==> config.mk <==
export PLATFORM = sky130hd
export DESIGN_NAME = core_inst_seq
export DESIGN_NICKNAME = d
export VERILOG_FILES = /design/src/rtl/core_pkg.sv /design/src/rtl/core_inst_seq.sv
export SDC_FILE = /design/constraint.sdc
export NUM_CORES = 1
export LEC_CHECK = 0
export BUFFER_PORTS_ARGS = -buffer_cell sky130_fd_sc_hd__clkbuf_2
export CORE_MARGIN = 5
export CORE_UTILIZATION = 45
export CTS_BUF_LIST = sky130_fd_sc_hd__clkbuf_2 sky130_fd_sc_hd__clkbuf_4 sky130_fd_sc_hd__clkbuf_8
export CTS_CLUSTER_SIZE = 16
export DETAILED_ROUTE_END_ITERATION = 8
export GPL_ROUTABILITY_DRIVEN = 1
export HOLD_SLACK_MARGIN = 0.08
export PLACE_DENSITY = 0.76
export RECOVER_POWER = 100
export SETUP_SLACK_MARGIN = 0.2
export SLEW_MARGIN = 15
export SYNTH_ARGS = -nofsm -noshare
export SYNTH_HDL_FRONTEND = slang
export SYNTH_SLANG_ARGS = --single-unit
==> constraint.sdc <==
create_clock -name clk -period 4.15 [get_ports clk]
set_input_delay 0.415 -clock clk [delete_from_list [all_inputs] [get_ports clk]]
set_output_delay 0.415 -clock clk [all_outputs]
set_load 0.005 [all_outputs]
==> src/rtl/core_pkg.sv <==
// Shared definitions for the core instruction path: inst bit positions,
// the idle instruction word and the sequencer state encoding.
package core_pkg;

  localparam int INST_W = 34;
  localparam int ADDR_W = 11;

  localparam int BIT_LOAD     = 0;
  localparam int BIT_EXECUTE  = 1;
  localparam int BIT_L0_WR    = 2;
  localparam int BIT_L0_RD    = 3;
  localparam int BIT_IFIFO_RD = 4;
  localparam int BIT_IFIFO_WR = 5;
  localparam int BIT_OFIFO_RD = 6;
  localparam int A_XMEM_LSB   = 7;
  localparam int BIT_WEN_XMEM = 18;
  localparam int BIT_CEN_XMEM = 19;
  localparam int A_PMEM_LSB   = 20;
  localparam int BIT_WEN_PMEM = 31;
  localparam int BIT_CEN_PMEM = 32;
  localparam int BIT_ACC      = 33;

  // Both memories deselected with write disabled; every strobe low.
  localparam logic [INST_W-1:0] IDLE_INST = 34'h1_800C_0000;

  typedef enum logic [2:0] {
    S_IDLE   = 3'd0,
    S_WLOAD  = 3'd1,
    S_WFLUSH = 3'd2,
    S_EXEC   = 3'd3,
    S_FLUSH  = 3'd4,
    S_ACC    = 3'd5,
    S_OREAD  = 3'd6,
    S_DONE   = 3'd7
  } seq_state_e;

endpackage

==> src/rtl/core_inst_seq.sv <==
// Convolution instruction sequencer: steps the core through weight load,
// execute, flush and psum accumulate per kernel offset, then drains the OFIFO.
module core_inst_seq
  import core_pkg::*;
#(
  parameter int row     = 8,
  parameter int col     = 8,
  parameter int LEN_KIJ = 9,
  parameter int LEN_NIJ = 36,
  parameter int W_BASE  = 1024,
  parameter int A_BASE  = 0,
  parameter int P_BASE  = 0
) (
  input  logic              clk,
  input  logic              reset,
  input  logic              start,
  input  logic              ofifo_valid,
  output logic [INST_W-1:0] inst,
  output logic              busy,
  output logic              done,
  output logic [3:0]        kij,
  output seq_state_e        dbg_state
);

  // Handshake: ofifo_rd is asserted only when ofifo_valid was seen high, so
  // every cycle with ofifo_rd=1 in inst is one completed OFIFO pop.

  // cnt value on the final cycle of each timed state
  localparam logic [15:0] WLOAD_LAST  = 16'(row);
  localparam logic [15:0] WFLUSH_LAST = 16'(row - 1);
  localparam logic [15:0] EXEC_LAST   = 16'(LEN_NIJ);
  localparam logic [15:0] FLUSH_LAST  = 16'(row + col - 1);
  localparam logic [15:0] ACC_LAST    = 16'(2 * LEN_NIJ - 1);
  localparam logic [3:0]  KIJ_LAST    = 4'(LEN_KIJ - 1);
  localparam logic [10:0] POPS_TOTAL  = 11'(LEN_NIJ);

  seq_state_e        state_q, state_d;
  logic [15:0]       cnt_q, cnt_d;
  logic [3:0]        kij_q, kij_d;
  logic [10:0]       pops_q, pops_d;
  logic              rd_d;
  logic [INST_W-1:0] inst_q, inst_d;
  logic              busy_q, done_q;

  // inst is built from the upcoming state so the registered word lines up
  // with the state/cnt it describes.
  function automatic logic [INST_W-1:0] next_inst(input seq_state_e s,
                                                  input logic [15:0] c,
                                                  input logic [3:0] k,
                                                  input logic rd);
    logic [INST_W-1:0] i;
    logic [31:0]       a;
    i = IDLE_INST;
    a = '0;
    case (s)
      S_WLOAD: begin
        if (c < WLOAD_LAST) begin
          a = 32'(W_BASE) + 32'(k) * 32'(row) + 32'(c);
          i[BIT_CEN_XMEM] = 1'b0;
          i[A_XMEM_LSB +: ADDR_W] = a[ADDR_W-1:0];
        end
        if (c != 16'd0) begin
          i[BIT_L0_WR] = 1'b1;
          i[BIT_LOAD]  = 1'b1;
        end
      end
      S_EXEC: begin
        if (c < EXEC_LAST) begin
          a = 32'(A_BASE) + 32'(c);
          i[BIT_CEN_XMEM] = 1'b0;
          i[A_XMEM_LSB +: ADDR_W] = a[ADDR_W-1:0];
        end
        if (c != 16'd0) begin
          i[BIT_IFIFO_WR] = 1'b1;
          i[BIT_EXECUTE]  = 1'b1;
        end
      end
      S_ACC: begin
        // even cnt reads psum n, odd cnt writes it back
        a = 32'(P_BASE) + 32'(c[15:1]);
        i[BIT_CEN_PMEM] = 1'b0;
        i[A_PMEM_LSB +: ADDR_W] = a[ADDR_W-1:0];
        if (c[0]) begin
          i[BIT_WEN_PMEM] = 1'b0;
          i[BIT_ACC]      = (k != 4'd0);
        end
      end
      S_OREAD: i[BIT_OFIFO_RD] = rd;
      default: ;
    endcase
    return i;
  endfunction

  always_comb begin
    state_d = state_q;
    kij_d   = kij_q;
    cnt_d   = cnt_q + 16'd1;
    case (state_q)
      S_IDLE: begin
        cnt_d = '0;
        if (start) begin
          state_d = S_WLOAD;
          kij_d   = '0;
        end
      end
      S_WLOAD: if (cnt_q == WLOAD_LAST) begin
        state_d = S_WFLUSH;
        cnt_d   = '0;
      end
      S_WFLUSH: if (cnt_q == WFLUSH_LAST) begin
        state_d = S_EXEC;
        cnt_d   = '0;
      end
      S_EXEC: if (cnt_q == EXEC_LAST) begin
        state_d = S_FLUSH;
        cnt_d   = '0;
      end
      S_FLUSH: if (cnt_q == FLUSH_LAST) begin
        state_d = S_ACC;
        cnt_d   = '0;
      end
      S_ACC: if (cnt_q == ACC_LAST) begin
        cnt_d = '0;
        if (kij_q != KIJ_LAST) begin
          kij_d   = kij_q + 4'd1;
          state_d = S_WLOAD;
        end else begin
          state_d = S_OREAD;
        end
      end
      S_OREAD: begin
        cnt_d = '0;
        if (pops_q == POPS_TOTAL) state_d = S_DONE;
      end
      S_DONE: begin
        cnt_d   = '0;
        state_d = S_IDLE;
      end
      default: begin
        cnt_d   = '0;
        state_d = S_IDLE;
      end
    endcase
    rd_d   = (state_d == S_OREAD) && (pops_q != POPS_TOTAL) && ofifo_valid;
    pops_d = (state_d == S_OREAD) ? pops_q + 11'(rd_d) : '0;
    inst_d = next_inst(state_d, cnt_d, kij_d, rd_d);
  end

  always_ff @(posedge clk) begin
    if (reset) begin
      state_q <= S_IDLE;
      cnt_q   <= '0;
      kij_q   <= '0;
      pops_q  <= '0;
      inst_q  <= IDLE_INST;
      busy_q  <= 1'b0;
      done_q  <= 1'b0;
    end else begin
      state_q <= state_d;
      cnt_q   <= cnt_d;
      kij_q   <= kij_d;
      pops_q  <= pops_d;
      inst_q  <= inst_d;
      busy_q  <= (state_d != S_IDLE);
      done_q  <= (state_d == S_DONE);
    end
  end

  assign inst      = inst_q;
  assign busy      = busy_q;
  assign done      = done_q;
  assign kij       = kij_q;
  assign dbg_state = state_q;

endmodule

; ---- Yosys cells after proc, flatten, opt, wreduce, memory -nomap -nowiden
; Cells that the tools add are included.
[word_totals]
reg_bits = 70
elab_cells = 81
in_bits = 4
output_inout_bits = 43
[op_classes]
add_sub_neg = 5
magnitude_cmp = 2
reduce_logical = 10
mux = 30
bitwise = 3
eq_ne = 20
[ops]
columns = operator, n
row1 = $pmux 16 s6, 1
row2 = $mux 16, 5
row3 = $eq 16x4->1 const B, 2
row4 = $mux 3, 8
row5 = $pmux 3 s8, 1
row6 = $mux 11, 2
row7 = $pmux 11 s2, 1
row8 = $eq 3x3->1 const B, 7
row9 = $add 16x1->16 const B, 1
row10 = $eq 16x3->1 const B, 1
row11 = $eq 16x6->1 const B, 1
row12 = $eq 16x7->1 const B, 1
row13 = $lt 16x4->1 const B, 1
row14 = $lt 16x6->1 const B, 1
row15 = $reduce_bool 16->1, 1
row16 = $mux 13, 1
row17 = $mux 4, 3
row18 = $add 11x1->11, 1
row19 = $add 11x11->11, 1
row20 = $add 11x7->11 const A, 1
row21 = $eq 11x6->1 const B, 1
row22 = $ne 11x6->1 const B, 1
row23 = $eq 3x2->1 const B, 3
row24 = $pmux 4 s2, 1
row25 = 12 further kinds, 23

; ---- Longest topological paths before layout
[depth]
ltp_word = 8
mapped_depth = 18
depth_no_buf = 17

; ---- Worst setup path after synthesis
; Ideal clock, no wire load.
[synth_timing]
path_type = reg-to-reg
startpoint = register cnt_q[1]
endpoint = register inst_q[14] (netlist: inst[14])
setup_ps = 115
t_required_ps = 4035
arrival_time_ps = 2873
slack_ps = 1163
n_path_buf = 1
synth_period_minus_slack_ps = 2987
path_stages_with_launch = 18
path_cell_list = dfxtp_1 ha_1 buf_2 nor4bb_1 and4_1 nor2_1 nor3_2 nor2_1 nand2_1 inv_1 ha_1 inv_1 fa_1 inv_1 a21o_1 a21oi_1 xnor2_1 nor2_1
[synth_via]
word_cells_on_any_way = 29
classes_between = add/sub (3) / order compare (2) / eq/ne (7) / mux (17)
[synth_lines]
columns = element, line_no
row1 = "start, declared", core_inst_seq.sv:38  ; logic [15:0] cnt_q, cnt_d;
row2 = "start signal, assigned", core_inst_seq.sv:160  ; cnt_q <= cnt_d;
row3 = "$add 16x1->16, or another cell as far along", core_inst_seq.sv:97  ; cnt_d = cnt_q + 16'd1;
row4 = $mux 16 (on tied branches), n/a
row5 = $pmux 16 s6 (*), core_inst_seq.sv:98  ; case (state_q)
row6 = via cnt_d[3], core_inst_seq.sv:38
row7 = "$lt 16x6->1, or another cell as far along", core_inst_seq.sv:68  ; if (c < EXEC_LAST) begin
row8 = $mux 11 (on tied branches), "core_inst_seq.sv:68, core_inst_seq.sv:57"
row9 = $pmux 11 s2 (*), core_inst_seq.sv:55  ; case (s)
row10 = "end signal, assigned", core_inst_seq.sv:163  ; inst_q <= inst_d;
row11 = "end, declared", core_inst_seq.sv:42  ; logic [INST_W-1:0] inst_q, inst_d;
; Mark *: on every way through the listed nets, which the timed path passes. The rest lies on a longest branch.
; A chain may end at the register's enable or synchronous reset.

; ---- Final worst setup path
[layout_timing]
startpoint = register cnt_q[0]
endpoint = register inst_q[14] (netlist: inst[14])
; Same word-level chain as after synthesis.

==> metrics.md <==
| Metric | Value |
|---|---|
| Crit-path max cell delay | `500 ps` |
| Via count | `2859` |
| NumNets Final | `435` |
| I/O Pins | `47` |
| Combinational Power Share | `0.029` |
| Critical path's top delay family | `simple AND/OR/NAND/NOR gates` |
| Max Cap Violations | `0` |
| Yosys reg bits | `65` |
| Die area | `0.009284 mm²` |
| CP Max Fanout | `10` |
| Remaining Overflow, GRT | `0` |
| Post-synthesis area per instance | `8.561 µm²` |
| Chip height | `96.36 µm` |
| # rows | `31` |
| Clock sink count | `65` |
| Core Util, Final | `0.5087` |
| Fin. max-slew vios | `0` |
| Die W | `96.36 µm` |
| Crit path DAT | `3850 ps` |
| CTS clk-pin slew, worst paths | `80 ps` |
| Count leader, synth | `dfxtp_1` |
| Total Routed Length | `7.554 mm` |
| Fillcell total | `690` |
| Pre-CTS WS | `617.2 ps` |
| Setup TNS | `0 ps` |
| GRT Overall Usage | `0.1750` |
| Crit-path slowest cell | `dfxtp_1` |
| Max_slew headroom | `0.5455` |
| Dpl cells | `508` |
| Cts-stage hold buffer count | `0` |
| RSZ-0062 raised after global routing | `no` |
| Clock Tree Root | `clkbuf_8` |
| Synth unique cells | `67` |
| Synth top area cells | `dfxtp_1, nor2_1, xnor2_1` |
| Switching share of power | `0.2302` |
| Initial Util | `0.4627` |
| Ys async rst share | `0` |
| Syn-to-layout area delta | `9.955%` |
| Top cell type's share of synthesized area | `0.3878` |
| Vias in the first global route | `2622` |
| Synth area leader | `dfxtp_1` |
| Int Power | `987.5 µW` |
| Layout Skew | `12.24 ps` |
| Final Cycle Share | `0.8684` |
| DP Wirelength | `5.547 mm` |
| Final hold vios | `0` |
| Outcome | `complete, no violations` |
| Slew at the pin closest to its max-slew limit | `675.6 ps` |
| Final setup viols | `0` |
| Maximum clock path buffer count | `2` |
| Sequential share of the synthesized area | `0.3878` |
| Crit path cell chain | `ha_1 -> nor4bb_1 -> and4_1 -> nor2_1 -> nor3_2 -> nor2_1 -> nand2_1 -> inv_1 -> ha_1 -> inv_1 -> fa_1 -> inv_1 -> a21o_1 -> a21oi_1 -> xnor2_1 -> nor2_1` |
| Post-CTS Setup Bufs | `0` |
| Leak Pwr | `0.001388 µW` |
| Worst skew pair latency | `360 ps` |
| Fmax | `277.5 MHz` |
| Worst hold-check path type | `input port to register` |
| CTS tree | `built` |
| Synth warnings | `0` |
| Post-synthesis cell area | `0.003356 mm²` |
| Worst VDD drop | `0.0001753 V` |
| Worst hold margin | `317.0 ps` |
| Routed len/inst | `14.42 µm` |
| Share of cells above drive strength 1 | `0.1012` |
| Worst setup EP type | `register` |
| Setup WS post-layout | `546.1 ps` |
| Most frequent cells after synthesis | `dfxtp_1, nor2_1, nand2_1` |
| Via density | `5.456` |
| Number of synthesized flops with an enable pin | `0` |
| Critical Path RT | `4400 ps` |
| Critical path class | `register to register` |
| Fin cells | `524` |
| CP startpoint kind | `register` |
| Mapped Cells | `392` |
| IO Port Bufs | `43` |
| Clock network power share | `0.476` |
| Seq pwr share | `0.495` |
| Synth Flop Type | `dfxtp_1` |
| DRT iter0 DRCs | `400` |
| Minimum clock period | `3604 ps` |
| Number of gates resized after cts | `0` |
| Sw Pwr | `295.4 µW` |
| Post-route ant nets | `0` |
| Htree depth | `3` |
| Initial antenna violation count | `0` |
| # DRC | `0` |
| N_diodes | `0` |
| Final GP Congestion | `0.9696` |
| Buf/Inv on CP | `3` |
| First-pass GRT wire length | `12.52 mm` |
| Largest net degree at the start of global routing | `23` |
| Pwr dens | `347.7 mW/mm²` |
| Drt first pass iters | `5` |
| CTS Buf Count | `9` |
| CORE AREA | `0.007253 mm²` |
-- final timing paths --
path	startpoint	to	slack, ps	depth (start not counted)
worst max register to register	cnt_q[0]	inst[14]	550	16
worst min-delay path	ofifo_valid	inst[6]	320	3
worst max-delay path	cnt_q[0]	inst[14]	550	16
worst min register to register	pops_q[10]	pops_q[10]	540	2
-- worst register-to-register path, stage by stage (launching register included) --
cell	delay, ps
dfxtp_1	500
ha_1	430
nor4bb_1	430
and4_1	370
nor2_1	90
nor3_2	310
nor2_1	130
nand2_1	140
inv_1	60
ha_1	210
inv_1	70
fa_1	200
inv_1	50
a21o_1	160
a21oi_1	170
xnor2_1	140
nor2_1	50
-- logic make-up (layout without fill, tap and decap cells) --
kind of cell	count (synthesis)	count (layout)	share of synthesized area
AND/OR/NAND/NOR	188	188	0.3102
flip-flops	65	65	0.3878
AO/OA/AOI/OAI	48	48	0.1018
adder cells (fa/ha/maj)	11	11	0.04325
buffers and inverters	47	77	0.07270
XOR/XNOR	29	29	0.07569
other	2	5	0.002238
multiplexers	2	2	0.006338
-- placed cells by master, fill, tap and decap left out, types with 9 or more instances in the layout --
master,instances
clkbuf_1,30
clkbuf_2,13
nor2_1,64
inv_1,18
ha_1,10
xor2_1,12
nand3_1,19
nor4_1,12
nand2_1,21
xnor2_1,17
dfxtp_1,65
clkbuf_8,9
nand4_1,10
o21ai_0,10
nor3_1,14
-- power by group through the flow --
| stage | combinational (µW) | clock, µW | sequential [µW] |
|---|---|---|---|
| 6_report | 37.2 | 610 | 636 |
| 5_1_grt | 42.1 | 646 | 636 |
| 4_1_cts | 39.1 | 620 | 636 |
| 3_5_place_dp | 38.8 | 0 | 650 |
| 3_3_place_gp | 38.5 | 0 | 650 |
| 2_1_floorplan | 30.4 | 0 | 647 |
-- area by class of cell --
type | count | area [µm²] | share of cell area
Multi-Input combinational cell | 283 | 1793 | 0.4859
Sequential cell | 65 | 1301 | 0.3527
Timing Repair Buffer | 43 | 177.7 | 0.04815
Clock buffer | 9 | 123.9 | 0.03357
Tap cell | 99 | 123.9 | 0.03357
Clock inverter | 7 | 102.6 | 0.02781
Inverter | 18 | 67.56 | 0.01831
-- per-layer routing --
layer  GRT usage  vias up  routed length [µm]
met1      0.2237     1309                3287
met5           0        -                   0
met4     0.08411        0                 243
met3     0.04691       23                 647
li1            -     1403                   -
met2      0.2726      124                3376
-- through the flow --
stage | power [µW] | instance area, µm²
final | 1283 | 3690
after detailed placement | 689.0 | 3530
after global placement | 688.4 | 3530
after CTS | 1294 | 3756
after floorplan | 677.7 | 3367
after global routing | 1324 | 3690
-- flip-flops by register name, summed over array words and instances, names as in the netlist --
| signal | flops |
|---|---|
| done | 1 |
| dbg_state | 3 |
| kij | 4 |
| inst | 29 |
| pops_q | 11 |
| busy | 1 |
| cnt_q | 16 |
(Power assumes the default switching activity.)
